--- config.mk ---
export PLATFORM = sky130hd
export DESIGN_NAME = setpoint_ramp_scheduler
export DESIGN_NICKNAME = d
export VERILOG_FILES = /design/src/rtl/setpoint_ramp_scheduler.sv
export SDC_FILE = /design/constraint.sdc
export NUM_CORES = 1
export LEC_CHECK = 0
export CAP_MARGIN = 20
export CELL_PAD_IN_SITES_DETAIL_PLACEMENT = 2
export CELL_PAD_IN_SITES_GLOBAL_PLACEMENT = 2
export CORE_ASPECT_RATIO = 1.25
export CORE_MARGIN = 2
export CORE_UTILIZATION = 39
export DETAILED_ROUTE_END_ITERATION = 16
export GPL_TIMING_DRIVEN = 0
export PLACE_DENSITY = 0.93
export SLEW_MARGIN = 20
export SYNTH_ARGS = -nofsm -noshare
export SYNTH_HDL_FRONTEND = slang
export SYNTH_SLANG_ARGS = --single-unit
export TNS_END_PERCENT = 50
--- constraint.sdc ---
create_clock -name clk -period 10.3 [get_ports clk]
set_input_delay 3.09 -clock clk [delete_from_list [all_inputs] [get_ports clk]]
set_output_delay 3.09 -clock clk [all_outputs]
set_load 0.01 [all_outputs]
--- src/rtl/setpoint_ramp_scheduler.sv ---
// Slew-limited setpoint controller: MCU bus writes set three targets, and a shared
// round-robin ramp engine moves each output toward its target by at most STEP per tick.
module setpoint_ramp_scheduler #(
  parameter logic [15:0] STEP     = 16'd8,
  parameter int unsigned TICK_DIV = 1000,
  parameter logic [15:0] DEF0     = 16'd10000,
  parameter logic [15:0] DEF1     = 16'd0,
  parameter logic [15:0] DEF2     = 16'd0
) (
  input  logic        clk,
  input  logic        rst,
  input  logic [11:0] bus_addr,
  input  logic        bus_wr,
  input  logic [15:0] bus_data,
  input  logic        enable,
  output logic [15:0] out0,
  output logic [15:0] out1,
  output logic [15:0] out2,
  output logic [2:0]  busy_vec,
  output logic        wr_ack,
  output logic        err_addr
);

  localparam int unsigned CW = (TICK_DIV > 2) ? $clog2(TICK_DIV) : 1;

  logic        wr_s1, wr_s2, wr_d;
  logic [11:0] addr_s1, addr_s2;
  logic [15:0] data_s1, data_s2;
  logic [CW-1:0] cnt;
  logic [1:0]  ptr;
  logic [15:0] tgt  [3];
  logic [15:0] outr [3];

  logic        wr_det, wr_valid, wr_direct;
  logic [1:0]  wr_ch;
  logic        tick;
  logic [1:0]  cand [3];
  logic        found;
  logic [1:0]  sel;
  logic [15:0] tgt_s, out_s, diff, svc;

  function automatic logic [1:0] inc3(input logic [1:0] p);
    return (p == 2'd2) ? 2'd0 : p + 2'd1;
  endfunction

  assign wr_det    = wr_s2 & ~wr_d;
  assign wr_valid  = (addr_s2[11:8] < 4'd3);
  assign wr_ch     = addr_s2[9:8];
  assign wr_direct = (addr_s2[7:0] == 8'hFF);
  assign tick      = enable && (cnt == CW'(TICK_DIV - 1));

  assign busy_vec = {outr[2] != tgt[2], outr[1] != tgt[1], outr[0] != tgt[0]};
  assign out0 = outr[0];
  assign out1 = outr[1];
  assign out2 = outr[2];

  // First busy channel at or after ptr, in rotating order.
  always_comb begin
    found   = 1'b0;
    sel     = 2'd0;
    cand[0] = ptr;
    cand[1] = inc3(ptr);
    cand[2] = inc3(inc3(ptr));
    for (int unsigned i = 0; i < 3; i++) begin
      if (!found && busy_vec[cand[i]]) begin
        found = 1'b1;
        sel   = cand[i];
      end
    end
  end

  always_comb begin
    tgt_s = tgt[sel];
    out_s = outr[sel];
    diff  = (tgt_s >= out_s) ? (tgt_s - out_s) : (out_s - tgt_s);
    if (diff <= STEP)       svc = tgt_s;
    else if (tgt_s > out_s) svc = out_s + STEP;
    else                    svc = out_s - STEP;
  end

  always_ff @(posedge clk) begin
    if (rst) begin
      wr_s1    <= 1'b1;
      wr_s2    <= 1'b1;
      wr_d     <= 1'b1;
      addr_s1  <= '0;
      addr_s2  <= '0;
      data_s1  <= '0;
      data_s2  <= '0;
      cnt      <= '0;
      ptr      <= 2'd0;
      wr_ack   <= 1'b0;
      err_addr <= 1'b0;
      tgt[0]   <= DEF0;
      tgt[1]   <= DEF1;
      tgt[2]   <= DEF2;
      outr[0]  <= DEF0;
      outr[1]  <= DEF1;
      outr[2]  <= DEF2;
    end else begin
      wr_s1   <= bus_wr;
      wr_s2   <= wr_s1;
      wr_d    <= wr_s2;
      addr_s1 <= bus_addr;
      addr_s2 <= addr_s1;
      data_s1 <= bus_data;
      data_s2 <= data_s1;

      wr_ack   <= wr_det && wr_valid;
      err_addr <= wr_det && !wr_valid;

      if (!enable || tick) cnt <= '0;
      else                 cnt <= cnt + CW'(1);

      if (tick && found) begin
        outr[sel] <= svc;
        ptr       <= inc3(sel);
      end

      // Placed after the service so a direct load overrides it; the service already used the old target.
      if (wr_det && wr_valid) begin
        tgt[wr_ch] <= data_s2;
        if (wr_direct) outr[wr_ch] <= data_s2;
      end
    end
  end

endmodule
==> run summary <==
Slowest Stage Delay on Critical Path -> 0.91 ns
Finished Cell Area -> 11,400 µm²
core area -> 23,900 µm²
Worst-Skew Late Latency -> 0.45 ns
setup TNS -> 0 ns
Via Count -> 8,290
clock sink total -> 169
hpwl dp -> 29,200 µm
Worst Setup Path Type -> reg2reg
Buffers on Ports -> 83
row count -> 63
nets -> 1,141
DR iter-0 viols -> 612
Pre-antenna DRT Iters -> 5
Slew headroom -> 31.2%
Die Y -> 179 µm
worst clock skew -> 0.0166 ns
PD cells -> 146 nW/µm²
Top delay family on crit path -> compound AO/OA/AOI/OAI gates
H-tree levels -> 4
CP Capture Type -> flop
Post-synth EDFFs -> 96
unrepaired setup endpoints after global routing -> false
layout cells sized above 1 -> 7.99%
HP Class -> reg2reg
worst path arrival time -> 9.31 ns
DRC -> 0
largest area contributor in the netlist -> edfxtp_1
DR vias/cell -> 5.92
top cells by count, synth -> edfxtp_1, nand2_1, dfxtp_1, xor2_1, nor2b_1
initial antenna violation count -> 0
fmax -> 109 MHz
Max-Cap Viols -> 0
Post-synth ARST share -> 0%
first-pass GRT wire length -> 60,100 µm
largest net degree at the start of global routing -> 17
CP Max Fanout -> 12
yosys warns -> 0
Root Driver -> clkbuf_16
Yosys top cell area share -> 30.3%
Longest Clk Path Bufs -> 2
post-cts sizing count -> 0
Die ar. -> 25,700 µm²
Area Overhead vs Synth -> 19.6%
Worst Path Buf+Inv -> 5
cell count after synthesis -> 959
Mapped Avg Cell Area -> 9.93 µm²
WP data required -> 10.47 ns
Mapped Nets -> 1,037
postcts setup bufs -> 0
largest vdd supply drop -> 145 µV
vias in the first global route -> 9,510
fillers -> 2,448
DR WL/cell -> 28.7 µm
# IOs -> 85
synthesized area -> 9520 µm²
post-layout min period -> 9.14 ns
Top FF cell, synth -> edfxtp_1
post-synthesis cell type count -> 73
CP Launch Type -> flop
Clock transition at path regs -> 0.08 ns
final worst slack -> 1.16 ns
Tot Pwr -> 1.66 mW
top-count cell post-synth -> edfxtp_1
CTS tree -> yes
CP max-delay cell -> a2111oi_1
final wirelength -> 40,200 µm
Num CTS Buffers -> 17
count of pins over their slew limit -> 0
Setup Slack @ Placement -> 1.38 ns
ant diodes -> 0
Post-DP Area -> 10,800 µm²
Final GP Congestion -> 0.929
Initial Utilization -> 39.9%
setup violators final -> 0
leakage -> 4.45 nW
Register Area -> 4340 µm²
grt total ovfl -> 0
largest cells by area after synthesis -> edfxtp_1, dfxtp_1, xor2_1
post-synthesis sequential area ratio -> 45.6%
multi-input logic area -> 4830 µm²
Hold Buf Count CTS -> 0
Yosys reg bits -> 169
Die Wd -> 144 µm
aggregate global-route resource usage -> 32.0%
Final ANT Viol Nets -> 0
Tcrit/Tclk final -> 88.7%
Fin. Hold Viols -> 0
Worst Tran Pin Value -> 1.03 ns
outcome -> complete, no violations
-- cell families after synthesis --
logic type	synth area share, %
buffers and inverters	3.84
xor gates and xnor gates	7.17
adders and majority gates	6.28
muxes	3.01
AOI/OAI and AO/OA	14.2
DFF	45.6
and+or+nand+nor	19.8
-- where the power goes --
| group | internal [mW] | switching, mW | total, mW |
|---|---|---|---|
| sequential | 0.735 | 0.0269 | 0.762 |
| clock | 0.368 | 0.294 | 0.662 |
| combinational | 0.0931 | 0.141 | 0.234 |
| total | 1.20 | 0.461 | 1.66 |
-- cell usage in the layout (no fill, tap or decap), types with 11 or more instances in the layout --
cell	count
nand4_1	13
edfxtp_1	96
mux2i_2	13
a22o_1	11
xnor2_1	15
clkbuf_1	33
nand2b_1	20
nor4_1	15
o21ai_0	16
a22oi_1	15
o21ai_1	32
clkbuf_16	19
nor2_1	57
dfxtp_1	73
clkdlybuf4s50_1	83
ha_1	43
nor2b_1	62
xor2_1	63
nand2_1	91
a21oi_1	43
inv_1	52
nand3_1	12
and2_1	47
-- path summary, 6_finish.rpt --
path / startpoint / to / slack, ns / cells after the start
worst max-delay path: tgt[0][9]$_SDFFCE_PN1P_ / outr[0][15]$_DFFE_PP_ / 1.16 / 28
worst min-delay path: wr_s1$_SDFF_PP1_ / wr_s2$_SDFF_PP1_ / 0.42 / 1
worst max register to register: tgt[0][9]$_SDFFCE_PN1P_ / outr[0][15]$_DFFE_PP_ / 1.16 / 28
worst min register to register: wr_s1$_SDFF_PP1_ / wr_s2$_SDFF_PP1_ / 0.42 / 1
-- per-stage QoR --
| step | std cells | hold WS (ns) | utilization [%] |
|---|---|---|---|
| after floorplan | 959 | 0.389 | - |
| after global placement | 1367 | 0.394 | 45.1 |
| after detailed placement | 1369 | 0.418 | 45.2 |
| after CTS | 1401 | 0.431 | 47.7 |
| after global routing | 1401 | 0.445 | 47.7 |
| final | 1401 | 0.424 | 47.7 |
-- worst register-to-register path, delay by kind of cell, from the launching register on --
| family | cells | cell delay (ns) |
|---|---|---|
| xor+xnor | 2 | 0.34 |
| fa+ha+maj | 2 | 0.72 |
| flops | 1 | 0.43 |
| simple gates | 5 | 1.56 |
| compound gates | 13 | 3.64 |
| buf+inv | 5 | 1.84 |
| mux | 1 | 0.34 |
-- cell type report --
type                    count  area share [%]
clock inverters            10           0.747
clock buffers              22            4.36
flip-flops and latches    169            38.1
inverters                  52            1.71
repair buffers             85            7.56
well taps                 325            3.57
plain buffers              38            1.49
multi-input cells         700            42.4
-- flip-flops by register name (all words and copies together) (netlist names), 2 cells and up --
name     flops
addr_s1     12
addr_s2     12
cnt         10
tgt         48
outr        48
data_s2     16
data_s1     16
ptr          2
-- layer usage --
metal / part of all wire (%) / vias to the layer above / global-route usage, %
met2: 55 / 332 / 61.5
met4: 4.4 / 0 / 14.3
met1: 37 / 4235 / 34.2
li1: - / 3603 / -
met5: 0 / - / 0
met3: 4.2 / 120 / 4.30
Note: power is estimated with default switching activity, not from simulation.
